$ cat src/rtl/gba_rom_responder.sv
// Cartridge-side slot-2 ROM bus responder: oversamples the async console bus,
// prefetches halfwords from a backing memory, drives reads and reports writes.
module gba_rom_responder #(
  parameter int SYNC_STAGES = 2
) (
  input  logic        clk,
  input  logic        rst,
  input  logic        ncs,
  input  logic        nrd,
  input  logic        nwr,
  input  logic [7:0]  a_hi,
  input  logic [15:0] ad_in,
  output logic [15:0] ad_out,
  output logic        ad_oe,
  output logic [23:0] mem_addr,
  output logic        mem_req,
  input  logic        mem_ack,
  input  logic [15:0] mem_rdata,
  output logic        wr_valid,
  output logic [23:0] wr_addr,
  output logic [15:0] wr_data,
  output logic        late_rd
);

  localparam int NS = (SYNC_STAGES < 2) ? 2 : SYNC_STAGES;
  localparam int SW = 27;

  typedef enum logic [2:0] {IDLE, FETCH, READY, DRIVE, FLUSH} state_t;

  // All pins share one shift chain so data stays time-aligned with the strobes.
  logic [NS*SW-1:0] sync_reg;
  logic [SW-1:0]    sync_top;
  logic             ncs_s, nrd_s, nwr_s;
  logic [7:0]       a_hi_s;
  logic [15:0]      ad_s;
  logic             ncs_p, nrd_p, nwr_p;
  logic             cs_fall, cs_rise, rd_fall, rd_rise, wr_rise;

  always_ff @(posedge clk) begin
    if (rst) begin
      sync_reg <= '1;
      ncs_p    <= 1'b1;
      nrd_p    <= 1'b1;
      nwr_p    <= 1'b1;
    end else begin
      sync_reg <= {sync_reg[(NS-1)*SW-1:0], ncs, nrd, nwr, a_hi, ad_in};
      ncs_p    <= ncs_s;
      nrd_p    <= nrd_s;
      nwr_p    <= nwr_s;
    end
  end

  assign sync_top = sync_reg[NS*SW-1 -: SW];
  assign ncs_s    = sync_top[26];
  assign nrd_s    = sync_top[25];
  assign nwr_s    = sync_top[24];
  assign a_hi_s   = sync_top[23:16];
  assign ad_s     = sync_top[15:0];

  assign cs_fall = ncs_p & ~ncs_s;
  assign cs_rise = ~ncs_p & ncs_s;
  assign rd_fall = nrd_p & ~nrd_s;
  assign rd_rise = ~nrd_p & nrd_s;
  assign wr_rise = ~nwr_p & nwr_s;

  function automatic logic [23:0] addr_inc(input logic [23:0] a);
    return {a[23:16], a[15:0] + 16'd1};
  endfunction

  state_t      state_reg, state_next;
  logic [23:0] addr_reg, addr_next;
  logic [15:0] buf_reg, buf_next;
  logic        mem_req_reg, mem_req_next;
  logic [23:0] mem_addr_reg, mem_addr_next;
  logic        ad_oe_reg, ad_oe_next;
  logic [15:0] ad_out_reg, ad_out_next;
  logic        wr_valid_reg, wr_valid_next;
  logic [23:0] wr_addr_reg, wr_addr_next;
  logic [15:0] wr_data_reg, wr_data_next;
  logic        late_rd_reg, late_rd_next;
  logic        rd_late_reg, rd_late_next;   // driving 16'hFFFF while waiting for data
  logic        discard_reg, discard_next;   // outstanding fetch is stale, drop its data
  logic        pend_reg, pend_next;         // new session latched during FLUSH
  logic        ack, wr_hit;

  assign ack    = mem_ack & mem_req_reg;
  assign wr_hit = wr_rise & ~ncs_p;

  always_ff @(posedge clk) begin
    if (rst) begin
      state_reg    <= IDLE;
      addr_reg     <= '0;
      buf_reg      <= '0;
      mem_req_reg  <= 1'b0;
      mem_addr_reg <= '0;
      ad_oe_reg    <= 1'b0;
      ad_out_reg   <= 16'hFFFF;
      wr_valid_reg <= 1'b0;
      wr_addr_reg  <= '0;
      wr_data_reg  <= '0;
      late_rd_reg  <= 1'b0;
      rd_late_reg  <= 1'b0;
      discard_reg  <= 1'b0;
      pend_reg     <= 1'b0;
    end else begin
      state_reg    <= state_next;
      addr_reg     <= addr_next;
      buf_reg      <= buf_next;
      mem_req_reg  <= mem_req_next;
      mem_addr_reg <= mem_addr_next;
      ad_oe_reg    <= ad_oe_next;
      ad_out_reg   <= ad_out_next;
      wr_valid_reg <= wr_valid_next;
      wr_addr_reg  <= wr_addr_next;
      wr_data_reg  <= wr_data_next;
      late_rd_reg  <= late_rd_next;
      rd_late_reg  <= rd_late_next;
      discard_reg  <= discard_next;
      pend_reg     <= pend_next;
    end
  end

  always_comb begin
    state_next    = state_reg;
    addr_next     = addr_reg;
    buf_next      = buf_reg;
    mem_req_next  = mem_req_reg & ~ack;
    mem_addr_next = mem_addr_reg;
    ad_oe_next    = ad_oe_reg;
    ad_out_next   = ad_out_reg;
    wr_valid_next = 1'b0;
    wr_addr_next  = wr_addr_reg;
    wr_data_next  = wr_data_reg;
    late_rd_next  = late_rd_reg;
    rd_late_next  = rd_late_reg;
    discard_next  = discard_reg;
    pend_next     = pend_reg;

    if (wr_hit) begin
      wr_valid_next = 1'b1;
      wr_addr_next  = addr_reg;
      wr_data_next  = ad_s;
      addr_next     = addr_inc(addr_reg);
    end

    if (cs_rise) begin
      // Session end beats a simultaneous rd_rise: no increment, no prefetch.
      ad_oe_next   = 1'b0;
      rd_late_next = 1'b0;
      discard_next = 1'b0;
      pend_next    = 1'b0;
      state_next   = (mem_req_reg && !ack) ? FLUSH : IDLE;
    end else begin
      case (state_reg)
        IDLE: begin
          if (cs_fall) begin
            addr_next     = {a_hi_s, ad_s};
            mem_req_next  = 1'b1;
            mem_addr_next = {a_hi_s, ad_s};
            state_next    = FETCH;
          end
        end
        FETCH: begin
          if (wr_hit || (rd_rise && rd_late_reg)) begin
            // Fetch in flight now targets the wrong address; refetch at the new one.
            if (!wr_hit) addr_next = addr_inc(addr_reg);
            ad_oe_next   = 1'b0;
            rd_late_next = 1'b0;
            if (ack) begin
              mem_req_next  = 1'b1;
              mem_addr_next = addr_next;
              discard_next  = 1'b0;
            end else begin
              discard_next = 1'b1;
            end
          end else if (ack && discard_reg) begin
            mem_req_next  = 1'b1;
            mem_addr_next = addr_reg;
            discard_next  = 1'b0;
            if (rd_fall) begin
              ad_oe_next   = 1'b1;
              ad_out_next  = 16'hFFFF;
              late_rd_next = 1'b1;
              rd_late_next = 1'b1;
            end
          end else if (ack) begin
            buf_next = mem_rdata;
            if (rd_fall || rd_late_reg) begin
              ad_oe_next   = 1'b1;
              ad_out_next  = mem_rdata;
              rd_late_next = 1'b0;
              state_next   = DRIVE;
            end else begin
              state_next = READY;
            end
          end else if (rd_fall) begin
            ad_oe_next   = 1'b1;
            ad_out_next  = 16'hFFFF;
            late_rd_next = 1'b1;
            rd_late_next = 1'b1;
          end
        end
        READY: begin
          if (wr_hit) begin
            mem_req_next  = 1'b1;
            mem_addr_next = addr_next;
            state_next    = FETCH;
          end else if (rd_fall) begin
            ad_oe_next  = 1'b1;
            ad_out_next = buf_reg;
            state_next  = DRIVE;
          end
        end
        DRIVE: begin
          if (wr_hit || rd_rise) begin
            if (!wr_hit) addr_next = addr_inc(addr_reg);
            ad_oe_next    = 1'b0;
            mem_req_next  = 1'b1;
            mem_addr_next = addr_next;
            state_next    = FETCH;
          end
        end
        FLUSH: begin
          if (cs_fall) begin
            addr_next = {a_hi_s, ad_s};
            pend_next = 1'b1;
          end
          if (ack) begin
            if (cs_fall || pend_reg) begin
              mem_req_next  = 1'b1;
              mem_addr_next = addr_next;
              pend_next     = 1'b0;
              state_next    = FETCH;
            end else begin
              state_next = IDLE;
            end
          end
        end
        default: state_next = IDLE;
      endcase
    end
  end

  assign ad_out   = ad_out_reg;
  assign ad_oe    = ad_oe_reg;
  assign mem_addr = mem_addr_reg;
  assign mem_req  = mem_req_reg;
  assign wr_valid = wr_valid_reg;
  assign wr_addr  = wr_addr_reg;
  assign wr_data  = wr_data_reg;
  assign late_rd  = late_rd_reg;

endmodule
$ cat config.mk
export PLATFORM = sky130hd
export DESIGN_NAME = gba_rom_responder
export DESIGN_NICKNAME = d
export VERILOG_FILES = /design/src/rtl/gba_rom_responder.sv
export SDC_FILE = /design/constraint.sdc
export NUM_CORES = 1
export LEC_CHECK = 0
export BUFFER_PORTS_ARGS = -buffer_cell sky130_fd_sc_hd__buf_2
export CAP_MARGIN = 15
export CORE_MARGIN = 2
export CORE_UTILIZATION = 35
export CTS_CLUSTER_SIZE = 16
export DETAILED_ROUTE_END_ITERATION = 16
export PLACE_DENSITY = 0.57
export SYNTH_ARGS = -nofsm -noshare
export SYNTH_HDL_FRONTEND = slang
export SYNTH_SLANG_ARGS = --single-unit
$ cat constraint.sdc
create_clock -name clk -period 7 [get_ports clk]
set_clock_uncertainty 0.2 [all_clocks]
set_input_delay 0 -clock clk [delete_from_list [all_inputs] [get_ports clk]]
set_output_delay 0 -clock clk [all_outputs]
set_load 0.005 [all_outputs]
==> Yosys cells after proc, flatten, opt, wreduce, memory -nomap -nowiden <==
Cells that the tools add are included.
{ "totals": {"register_bits": 187, "in_bits": 46, "output_inout_bits": 84, "elab_cells": 154} }
{ "classes": {"add_sub_neg": 1, "n_eq_ne": 25, "muxes": 70, "bitwise_logic": 17, "reduce_logical": 23} }
{ "op_table": {"columns": ["operator", "count"], "rows": [
  ["$mux 24", 10],
  ["$mux 16", 11],
  ["$pmux 24 s5", 1],
  ["$pmux 24 s3", 1],
  ["$mux 1", 33],
  ["$pmux 16 s2", 1],
  ["$mux 3", 10],
  ["$ne 3x3->1 const B", 8],
  ["$add 16x1->16 const B", 1],
  ["$ne 2x2->1 const B", 8],
  ["$pmux 3 s5", 1],
  ["$not 1->1", 9],
  ["$reduce_and 9->1", 1],
  ["$and 1x1->1", 8],
  ["$ne 4x4->1 const B", 2],
  ["$reduce_and 4->1", 2],
  ["$reduce_and 7->1", 1],
  ["$eq 3x2->1 const B", 2],
  ["$reduce_and 6->1", 1],
  ["$ne 5x5->1 const B", 1],
  ["$pmux 1 s5", 1],
  ["$reduce_and 5->1", 1],
  ["$reduce_bool 5->1", 1],
  ["$logic_or 1x1->1", 4],
  ["12 further kinds", 17]
]} }

==> Depth between registers and ports, before layout <==
Gate-level depths: netlist of run 1.
{ "depth": {"depth_word": 9, "ltp_mapped": 11, "depth_no_buf": 8} }

==> Least setup slack after synthesis of run 1 <==
No wires, ideal clock.
{ "synth_timing": {"kind": "register to register", "startpoint": "reg ncs_p", "endpoint": "reg mem_addr_reg[0], in the netlist mem_addr[0]", "setup_time_ns": 0.070, "arrival_ns": 2.217, "t_required_ns": 6.730, "path_slack_ns": 4.513, "stages_incl_launch_ff": 11, "n_path_buf": 3, "synth_period_minus_slack_ns": 2.487, "path_cell_list": "dfxtp_1 > nor3b_2 > buf_2 > buf_1 > buf_1 > ha_1 > inv_1 > mux2i_1 > a22oi_1 > o221ai_1 > a21oi_1"} }
{ "synth_between": {"elab_chain_len": 7, "elab_cells_between_ends": 25, "cone_classes": "6 x eq/ne; 10 x mux; 5 x bitwise; 4 x reduce/logical"} }
{ "synth_lines": {"columns": ["item", "line", "source"], "rows": [
  ["start, declared", "36", "logic ncs_p, nrd_p, nwr_p;"],
  ["start signal, assigned", "47", "ncs_p <= ncs_s;"],
  ["$not 1->1 *", "87", "assign wr_hit = wr_rise & ~ncs_p;"],
  ["$and 1x1->1 *", "87", null],
  ["named net wr_hit", "84", "logic ack, wr_hit;"],
  ["$mux 16", "139", "if (wr_hit) begin"],
  ["$mux 24 or $mux 16 (tied branches)", "224, 166, 216", null],
  ["$mux 24, on equally long branches", "229, 169", null],
  ["$mux 24, on equally long branches", "228, 164", null],
  ["$pmux 24 s5", "154", "case (state_reg)"],
  ["end signal, assigned", "110", "mem_addr_reg <= mem_addr_next;"],
  ["end, declared", "74", "logic [23:0] mem_addr_reg, mem_addr_next;"]
]} }
The timed path passes the listed nets; every way through them passes the cells marked *. The select of a mux whose other input is x is not followed.
A chain may end at the register's enable or synchronous reset.

==> Worst setup path after layout of run 1 <==
{ "layout_timing": {"startpoint": "reg ncs_p", "endpoint": "reg buf_reg[4]"} }
{ "layout_between": {"elab_chain_len": 5, "elab_cells_between_ends": 7, "cone_classes": "5 x bitwise; 2 x reduce/logical"} }
{ "layout_lines": {"columns": ["item", "line", "source"], "rows": [
  ["$not 1->1 *", "61, 87", null],
  ["$and 1x1->1", "87", null],
  ["$logic_or 1x1->1", "164", "if (wr_hit || (rd_rise && rd_late_reg)) begin"],
  ["$not 1->1 (no line)", null, null],
  ["$reduce_and 5->1 (no line) *", null, null],
  ["end signal, assigned", "108", "buf_reg <= buf_next;"],
  ["end, declared", "72", "logic [15:0] buf_reg, buf_next;"]
]} }
Every way passes the cells marked *; elsewhere a longest branch is shown, timed or not.

==> key figures, run 1 <==
Worst hold path
  – Hold Path Stages: 3
  – Critical hold path startpoint: ad_in[4]
  – Hold endpoint: sync_reg[4]
  – Worst Hold Class: primary input to flip-flop

Synth
  – #FFs+latches synth: 187
  – Post-Syn Instances: 1062
  – Synth warn: 0
  – Syn nets: 1113
  – Sequential share of the synthesized area: 41.8%
  – Synth Flop Type: dfxtp_1
  – Post-synth EDFFs: 0
  – Yosys top cell area share: 41.8%
  – Synthesized area: 8950 um2
  – Top cell type by total area after synthesis: dfxtp_1
  – Synth async-reset ratio: 0%
  – Top cells by count, synth: dfxtp_1, nand2_1, a21oi_1
  – Area contributors post-synth: dfxtp_1, nand2_1, a21oi_1, or2_2, nor2_1
  – Average size of a mapped cell: 8.42 um2
  – Most frequent cell after synthesis: dfxtp_1
  – Yosys cell types: 87

Placed design
  – Area after detailed placement: 9700 um2
  – DPL Wire Length: 17.4 mm
  – Dpl ws: 3410 ps
  – DP Cell Count: 1443
  – GPL Wtd Cong: 0.883
  – PortBufs: 129

Worst setup path
  – Worst path required time: 7200 ps
  – CP max FO: 54
  – Reg2reg path depth: 8
  – Crit end category: flip-flop
  – Crit Path Class: flip-flop to flip-flop
  – R2R setup slack: 3300 ps
  – Worst EP arrival: 3900 ps
  – R2r startpoint: ncs_p
  – Type of origin of the critical path: flip-flop
  – CP max-delay cell: nor3_2
  – R2r endpoint: buf_reg[4]
  – CP max stage delay: 920 ps
  – Crit path cell chain: nor3b_4, inv_2, buf_4, nand3_2, nor3_2, nand2_1, a21oi_1, dlygate4sd3_1

Timing
  – Count of pins over their slew limit: 0
  – Minimum clock period: 3700 ps
  – Max-slew headroom: 27.8%
  – FMAX: 270 MHz
  – Period utilization: 52.8%
  – Setup-failing EPs final: 0
  – Worst Slack Setup Final: 3300 ps
  – TNS Setup: 0 ps
  – Final hold violations: 0
  – Unrepaired setup endpoints after global routing: false
  – Worst slew pin tran: 1080 ps

Detailed routing
  – Drt first pass iters: 5
  – Via total after detailed routing: 8201
  – M1 WL: 12.3 mm
  – Met3 routed WL: 1.96 mm
  – Post-DR vias/cell: 5.35
  – Uppermost layer routed: met4
  – Met2 wire len: 12.5 mm
  – WL per Instance: 17.8 um
  – DR iter-0 viols: 723
  – DRC violations left: 0
  – DRT Wirelength: 27.3 mm
  – DRT antenna net count: 0

GRT
  – First-pass GRT wire length: 42.1 mm
  – Largest net degree at the start of global routing: 102
  – Initial antenna violation count: 0
  – Vias in the first global route: 7573
  – GRT Residual Overflow: 0
  – GR Util All Layers: 20.1%

Finish
  – Max reg flops: 54
  – Ant. Diodes: 0
  – Share of cells above drive strength 1: 23.2%
  – Layout net count: 1241
  – Non-Filler Instances: 1533
  – Design area: 10900 um2
  – P&R area growth vs syn: 21.8%

Run
  – Max-cap violations: 0

Clocking
  – Clock Latency Late Sink: 440 ps
  – Root buf cell: clkbuf_16
  – Max clock buf depth: 2
  – Clock Sinks: 187
  – CTS buffer count: 17
  – CTS clk-pin slew, worst paths: 90 ps
  – H-tree depth: 4
  – CTS tree: built

Power
  – Leak Pwr: 4.20 nW
  – Psw: 0.00132 W
  – Net Sw Frac: 38.2%
  – PwrDens: 318 nW/um2
  – Internal Power: 0.00214 W
  – Flop pwr share: 39.3%
  – Power share of the combinational group: 31.6%
  – Total power: 0.00346 W
  – Maximum vdd ir drop: 154 uV
  – Clock Power Share: 29.1%

Floorplanning
  – Core Rows: 58
  – Die width: 164 um
  – Initial core utilization: 35.6%
  – Die ar.: 26900 um2
  – Ports: 130
  – Die H: 164 um
  – Core area: 25100 um2

Status
  – Status: complete, no violations
==> stage by stage <==
step                      hold slack [ps]  utilization [%]
after global placement              -17.2             38.6
final                                63.4             43.4
after CTS                            44.4             43.4
after floorplan                     -96.2                -
after detailed placement            -16.4             38.6
after global routing                 52.2             43.4
==> layout by cell type (no fill, tap or decap), types with 10 or more instances in the layout <==
master / count
nor2_1: 72
buf_4: 15
nand2_1: 168
a211oi_1: 21
o22ai_1: 22
inv_1: 10
xor2_1: 12
nor3_1: 14
a22oi_1: 11
dfxtp_1: 187
nand3_1: 17
a21oi_1: 107
o21ai_0: 21
or2_2: 60
o2bb2ai_2: 10
clkbuf_16: 17
xnor2_1: 23
dlygate4sd3_1: 57
buf_2: 128
nand2b_1: 31
mux2i_1: 13
a311oi_1: 16
==> worst max path at each step <==
stage,end,from,slack (ps)
after global placement,ad_out[1],ncs_p,3510
after global routing,buf_reg[4],ncs_p,2970
after CTS,buf_reg[10],ncs_p,3280
after floorplan,mem_addr[0],ncs_p,4510
after detailed placement,ad_out[1],ncs_p,3410
final,buf_reg[4],ncs_p,3300
==> what timing repair did <==
action	4_1_cts	5_1_grt
endpoints found under the hold margin	76	0
hold buffers	57	0
buffers inserted	0	0
resized for setup	0	0
==> power by group through the flow <==
stage	clock (W)	sequential, W	combinational, W
global route	0.00108	0.00138	0.00118
detailed placement	0	0.00138	0.00106
global placement	0	0.00138	0.00105
floorplan	0	0.00128	0.000809
finish	0.00101	0.00136	0.00109
CTS	0.00104	0.00136	0.00108
==> per-layer routing <==
metal  track usage, %  up-vias
li1                 -     4014
met1             27.5     3847
met2             31.3      298
met3             4.70       42
met4             6.18        0
met5                0        -
==> critical path, delay by kind of cell, from the launching register on <==
family | cells | cell delay (ps)
buf+inv | 3 | 1340
simple gates | 4 | 1550
flops | 1 | 400
compound gates | 1 | 160
==> cell families after synthesis <==
group	count (synthesis)	synth area share (%)
xor+xnor	35	3.43
mux	15	1.71
buf+inv	103	5.15
simple gates	420	24.4
compound gates	297	22.8
flops	187	41.8
fa+ha+maj	5	0.699
==> final cells by class <==
class	instances	area, um2
timing repair buffer	200	1320
fill	2584	14200
inverter	12	45.0
clock inverter	15	194
multi-input combinational	772	4750
tap	330	413
sequential	187	3740
clock buffer	17	425
Note: power is estimated with default switching activity, not from simulation.
==> run 2, diff against run 1 <==
--- a/config.mk
+++ b/config.mk
@@ -5,6 +5,7 @@
 export SDC_FILE = /design/constraint.sdc
 export NUM_CORES = 1
 export LEC_CHECK = 0
+export ABC_AREA = 1
 export BUFFER_PORTS_ARGS = -buffer_cell sky130_fd_sc_hd__buf_2
 export CAP_MARGIN = 15
 export CORE_MARGIN = 2
==> constraint.sdc (replaced) <==
create_clock -name clk -period 3.8 [get_ports clk]
set_clock_uncertainty 0.2 [all_clocks]
set_input_delay 0 -clock clk [delete_from_list [all_inputs] [get_ports clk]]
set_output_delay 0 -clock clk [all_outputs]
set_load 0.005 [all_outputs]
==> run 2 against run 1 <==
Clock power grew 89%. Non-clock buffer count shrank 17. Sequential cell count is the same. Setup slack lost 2600 ps. Hold slack lost 5.0 ps. Die area shrank 4.1%. Power grew 88%. Sequential power grew 76%. Fmax grew 20%. Global-route usage grew 0.42 points. Largest cell class unchanged.
==> key figures, run 2 <==
Worst setup path
  – CP max FO: 35 (-35%)
  – Worst path required time: 3980 ps (-3220 ps)
  – Crit end category: flip-flop
  – Crit Path Class: flip-flop to flip-flop
  – Type of origin of the critical path: flip-flop
  – Worst EP arrival: 3260 ps (-640 ps)

Placed design
  – GPL Wtd Cong: 0.893 (+1.1%)
  – PortBufs: 129 (unchanged)
  – DPL Wire Length: 17.9 mm (+3.0%)

Power
  – Flop pwr share: 36.9% (-2.4 points)
  – Power share of the combinational group: 33.6% (+2.0 points)
  – Psw: 0.00268 W (+100%)
  – PwrDens: 620 nW/um2 (+95%)
  – Maximum vdd ir drop: 295 uV (+92%)
  – Net Sw Frac: 41.2% (+3.0 points)
  – Internal Power: 0.00383 W (+79%)
  – Clock Power Share: 29.4% (+0.3 points)
  – Leak Pwr: 4.55 nW (+8.2%)

Run
  – Max-cap violations: 0 (unchanged)

Timing
  – Max-slew headroom: 35.0% (+7.2 points)
  – Unrepaired setup endpoints after global routing: false
  – Worst slew pin tran: 974 ps (-102 ps)
  – FMAX: 324 MHz (+20%)
  – TNS Setup: 0 ps (unchanged)
  – Final hold violations: 0 (unchanged)
  – Period utilization: 81.2% (+28 points)
  – Setup-failing EPs final: 0 (unchanged)
  – Minimum clock period: 3090 ps (-611 ps)
  – Count of pins over their slew limit: 0 (unchanged)

Finish
  – Layout net count: 1381 (+11%)
  – Share of cells above drive strength 1: 19.9% (-3.3 points)
  – Commonest non-fill, non-tap cell in the layout: nand2_1
  – Max reg flops: 54 (unchanged)
  – Ant. Diodes: 0 (unchanged)
  – Final Util: 43.4% (about the same)
  – Commonest non-fill, non-tap cells in the layout: nand2_1, dfxtp_1, nor2_1
  – Fillers: 2467 (-4.5%)
  – P&R area growth vs syn: 22.5%

Clocking
  – H-tree depth: 4 (unchanged)
  – Clock Sinks: 187 (unchanged)
  – Clock Latency Late Sink: 440 ps (about the same)
  – Max clock buf depth: 2 (unchanged)
  – Root buf cell: clkbuf_16
  – CTS clk-pin slew, worst paths: 90 ps (about the same)
  – CTS tree: built
  – CTS buffer count: 17 (unchanged)

Floorplanning
  – Die ar.: 25700 um2 (-4.1%)
  – Core Rows: 57 (-1.7%)
  – Core area: 24200 um2 (-3.7%)
  – Die width: 160 um (-2.1%)
  – Initial core utilization: 35.4% (-0.19 points)
  – Ports: 130 (unchanged)
  – Die H: 160 um (-2.1%)

Synth
  – Syn nets: 1242 (+12%)
  – Synth warn: 0 (unchanged)
  – Post-Syn Instances: 1191 (+12%)
  – Top cells by count, synth: nand2_1, dfxtp_1, nor2_1
  – Synth Flop Type: dfxtp_1
  – Synth async-reset ratio: 0% (unchanged)
  – Average size of a mapped cell: 7.19 um2 (-15%)
  – Post-synth EDFFs: 0 (unchanged)
  – Most frequent cell after synthesis: nand2_1
  – Area contributors post-synth: dfxtp_1, nand2_1, o21ai_0, a21oi_1, nor2_1
  – Synthesized area: 8570 um2 (-4.2%)
  – Sequential share of the synthesized area: 43.7% (+1.9 points)
  – #FFs+latches synth: 187 (unchanged)
  – Yosys top cell area share: 43.7% (+1.9 points)
  – Yosys cell types: 45 (-48%)
  – Top cell type by total area after synthesis: dfxtp_1

Detailed routing
  – Drt first pass iters: 6 (+1)
  – DRT Wirelength: 26.7 mm (-2.0%)
  – Post-DR vias/cell: 5.00 (-6.6%)
  – Via total after detailed routing: 8333 (+1.6%)
  – DRT antenna net count: 0 (unchanged)
  – DR iter-0 viols: 762 (+5.4%)
  – DRC violations left: 0 (unchanged)
  – WL per Instance: 16.0 um (-9.9%)

Worst hold path
  – Worst Hold Class: primary input to flip-flop

GRT
  – Largest net degree at the start of global routing: 99 (-2.9%)
  – Initial antenna violation count: 0 (unchanged)
  – GRT Residual Overflow: 0 (unchanged)
  – Vias in the first global route: 7648 (+0.99%)
  – First-pass GRT wire length: 41.7 mm (-1.1%)
  – GR Util All Layers: 20.5% (+0.42 points)

Status
  – Status: complete, no violations
[run 2: changes by cell type in the layout (fill, tap and decap cells not counted), sizes merged, moves of 13 or more]
cell / previous run / this run
nand3: 20 / 55
inv: 18 / 111
o2bb2ai: 16 / 0
dlygate4sd3: 57 / 44
nand2b: 31 / 0
a311oi: 16 / 1
o21ai: 29 / 131
nor2: 73 / 141
mux2i: 13 / 0
nand2: 168 / 251
a211oi: 22 / 4
xnor2: 23 / 0
[run 2: power by group through the flow]
| stage | clock, W | sequential, W | combinational (W) |
|---|---|---|---|
| final | 0.00191 | 0.00240 | 0.00219 |
| after global routing | 0.00203 | 0.00243 | 0.00243 |
| after CTS | 0.00196 | 0.00240 | 0.00217 |
| after detailed placement | 0 | 0.00245 | 0.00212 |
| after global placement | 0 | 0.00245 | 0.00211 |
| after floorplan | 0 | 0.00239 | 0.00153 |
[run 2: cell families (layout without fill, tap and decap cells)]
| logic type | after synthesis | after routing | synth area share [%] |
|---|---|---|---|
| xor+xnor | 8 | 8 | 0.818 |
| simple gates | 527 | 527 | 27.5 |
| compound gates | 301 | 301 | 19.5 |
| flops | 187 | 187 | 43.7 |
| buf+inv | 163 | 315 | 7.80 |
| fa+ha+maj | 5 | 5 | 0.730 |
[run 2: critical path: stages, from the launching register on]
cell,delay (ps)
dfxtp_1,320
inv_1,70
ha_1,760
nor2_1,180
nor3_2,250
nand3_2,420
inv_4,490
o21ai_0,170
nor2_1,150
[run 2: final cells by class]
class                      count  area [um2]  area share [%]
tap                          324         405            3.86
timing repair buffer         183        1160            11.1
clock inverter                15         220            2.10
clock buffer                  17         425            4.05
inverter                     100         380            3.63
multi-input combinational    841        4160            39.6
sequential                   187        3740            35.7
[run 2: worst paths after layout]
check	startpoint	to	slack, ps	cells after the start
worst min register to register	sync_reg[1]	sync_reg[28]	210	1
worst max register to register	sync_reg[53]	mem_addr[13]	710	8
worst max-delay path	sync_reg[53]	mem_addr[13]	710	8
worst min-delay path	ad_in[4]	sync_reg[4]	60	3
[run 2: metrics by stage]
step                total power [W]  hold slack, ps  std cells  instance area, um2  setup slack, ps
floorplan                   0.00392           -96.2       1191                8570             1550
global placement            0.00455           -16.9       1591                9410              890
detailed placement          0.00457           -16.4       1591                9410              766
CTS                         0.00652            41.4       1667               10500              710
global route                0.00690            53.3       1667               10500              439
finish                      0.00651            58.4       1667               10500              714
[run 2: timing repair]
action | 4_1_cts | 5_1_grt
buffers inserted | 0 | 0
gates resized for setup | 0 | 0
hold buffers | 44 | 0
hold endpoints to repair | 63 | 0
[run 2: routing by layer]
layer | vias to the layer above | routed length (um) | GRT usage (%)
met4 | 0 | 515 | 6.27
met2 | 333 | 11600 | 31.2
met3 | 34 | 1890 | 3.87
li1 | 4198 | - | -
met1 | 3768 | 12700 | 29.4
met5 | - | 0 | 0
==> run 3, diff against run 2 <==
--- a/config.mk
+++ b/config.mk
@@ -12,7 +12,7 @@
 export CORE_UTILIZATION = 35
 export CTS_CLUSTER_SIZE = 16
 export DETAILED_ROUTE_END_ITERATION = 16
-export PLACE_DENSITY = 0.57
+export PLACE_DENSITY = 0.59
 export SYNTH_ARGS = -nofsm -noshare
 export SYNTH_HDL_FRONTEND = slang
 export SYNTH_SLANG_ARGS = --single-unit
==> constraint.sdc (replaced) <==
create_clock -name clk -period 2.56 [get_ports clk]
set_clock_uncertainty 0.2 [all_clocks]
set_input_delay 0 -clock clk [delete_from_list [all_inputs] [get_ports clk]]
set_output_delay 0 -clock clk [all_outputs]
set_load 0.005 [all_outputs]
==> run 3 against run 2 <==
Clock power increased by 52%. Utilization is 1.3 points higher. Global-route usage rose by 0.18 points. Fmax rose by 35%. Highest routed layer unchanged. Register-to-register slack got worse by 440 ps. Hold slack worse by 6.7 ps. Critical path type unchanged.
==> key figures, run 3 (synthesis gave the netlist of run 2 again) <==
Finish
  – Share of cells above drive strength 1: 21.1% (+1.2 points)
  – Commonest non-fill, non-tap cell in the layout: nand2_1
  – Commonest non-fill, non-tap cells in the layout: nand2_1, dfxtp_1, nor2_1
  – Ant. Diodes: 0 (unchanged)
  – Layout net count: 1414 (+2.4%)
  – Max reg flops: 54 (unchanged)
  – Design area: 10800 um2 (+3.1%)
  – Non-Filler Instances: 1700 (+2.0%)
  – P&R area growth vs syn: 26.2%

GRT
  – GRT Residual Overflow: 0 (unchanged)
  – Initial antenna violation count: 0 (unchanged)
  – Vias in the first global route: 7850 (+2.6%)
  – Largest net degree at the start of global routing: 85 (-14%)
  – GR Util All Layers: 20.7% (+0.18 points)
  – First-pass GRT wire length: 42.5 mm (+2.0%)

Timing
  – Max-slew headroom: 61.4% (+26 points)
  – Worst Slack Setup Final: 272 ps (-442 ps)
  – Minimum clock period: 2290 ps (-798 ps)
  – Worst slew pin tran: 580 ps (-395 ps)
  – Final hold violations: 0 (unchanged)
  – TNS Setup: 0 ps (unchanged)
  – Setup-failing EPs final: 0 (unchanged)
  – Hold WS: 51.7 ps (-6.66 ps)
  – Unrepaired setup endpoints after global routing: false
  – FMAX: 437 MHz (+35%)
  – Count of pins over their slew limit: 0 (unchanged)
  – Period utilization: 89.4% (+8.2 points)

Worst hold path
  – Critical hold path startpoint: ad_in[4]
  – Worst Hold Class: primary input to flip-flop

Clocking
  – CTS buffer count: 17 (unchanged)
  – Clock Sinks: 187 (unchanged)
  – Root buf cell: clkbuf_16
  – CTS tree: built
  – CTS clk-pin slew, worst paths: 90 ps (about the same)
  – Clock Latency Late Sink: 450 ps (about the same)
  – Post_cts resized: 0 (unchanged)
  – Max clock buf depth: 2 (unchanged)
  – Setup Buffers After CTS: 0 (unchanged)
  – Hold-fix buffers at CTS: 54 (+23%)
  – H-tree depth: 4 (unchanged)

Worst setup path
  – Crit Path Class: flip-flop to flip-flop
  – Type of origin of the critical path: flip-flop
  – CP max FO: 17 (-51%)
  – R2R setup slack: 270 ps (-440 ps)
  – R2r startpoint: state_reg[2]
  – Worst Setup SP: state_reg[2]
  – Worst EP arrival: 2470 ps (-790 ps)
  – Worst path required time: 2740 ps (-1240 ps)
  – Crit end category: flip-flop

Detailed routing
  – DRT antenna net count: 0 (unchanged)
  – DR iter-0 viols: 752 (-1.3%)
  – Post-DR vias/cell: 5.07 (+1.5%)
  – DRC violations left: 0 (unchanged)
  – WL per Instance: 15.9 um (-0.51%)
  – Drt first pass iters: 5 (-1)
  – DRT Wirelength: 27.1 mm (+1.5%)
  – Via total after detailed routing: 8624 (+3.5%)

Power
  – Maximum vdd ir drop: 526 uV (+79%)
  – Leak Pwr: 4.70 nW (+3.5%)
  – PwrDens: 918 nW/um2 (+48%)

Floorplanning
  – Die H: 160 um (unchanged)
  – Die width: 160 um (unchanged)
  – Die ar.: 25700 um2 (unchanged)
  – Initial core utilization: 35.4% (unchanged)
  – Ports: 130 (unchanged)
  – Core Rows: 57 (unchanged)
  – Core area: 24200 um2 (unchanged)

Status
  – Status: complete, no violations

Placed design
  – Area after detailed placement: 9620 um2 (+2.2%)
  – DPL Wire Length: 18.4 mm (+2.8%)
  – DP Cell Count: 1614 (+1.4%)
  – PortBufs: 129 (unchanged)
  – Dpl ws: 322 ps (-444 ps)
  – GPL Wtd Cong: 0.936 (+4.8%)

Run
  – Max-cap violations: 0 (unchanged)
## run 3: changes by cell type in the layout (fill, tap and decap cells not counted), sizes merged
cell         previous run  this run
buf                   139       162
dlygate4sd3            44        54
## run 3: critical path, stage by stage, from the launching register on
cell     delay, ps
dfxtp_1        440
nor2_4         190
nand2_4        120
nor2_8         240
inv_2          150
o21ai_2        100
nand2_4        170
nor2_4         370
o22ai_1        150
nand2_1         80
## run 3: final timing paths
| kind | endpoint | cells past startpoint |
|---|---|---|
| max | ad_out[13] | 9 |
| min | sync_reg[4] | 3 |
| max reg2reg | ad_out[13] | 9 |
| min reg2reg | sync_reg[27] | 1 |
## run 3: cell type report
cell class                      instances  area [um2]
Inverter                              100         380
Clock buffer                           17         425
Timing Repair Buffer                  216        1470
Tap cell                              324         405
Multi-Input combinational cell        841        4160
Clock inverter                         15         231
Fill cell                            2437       13400
Sequential cell                       187        3740
## run 3: layer usage
| metal | up-vias | wire length (um) | global-route usage, % |
|---|---|---|---|
| met5 | - | 0 | 0 |
| met4 | 0 | 615 | 7.49 |
| met3 | 42 | 2360 | 3.93 |
| met2 | 380 | 11800 | 31.3 |
| met1 | 3923 | 12300 | 29.3 |
| li1 | 4279 | - | - |
## run 3: power by group
group	leakage [nW]	total (W)	internal [W]	switching (W)
clock	0.316	0.00291	0.00140	0.00150
sequential	1.53	0.00354	0.00329	0.000252
combinational	2.86	0.00348	0.00117	0.00231
total	4.70	0.00993	0.00586	0.00407
## run 3: per-stage QoR
stage / power (W) / util, %
2_1_floorplan: 0.00582 / -
3_3_place_gp: 0.00694 / 39.8
3_5_place_dp: 0.00695 / 39.8
4_1_cts: 0.00993 / 44.7
5_1_grt: 0.0105 / 44.7
6_report: 0.00993 / 44.7
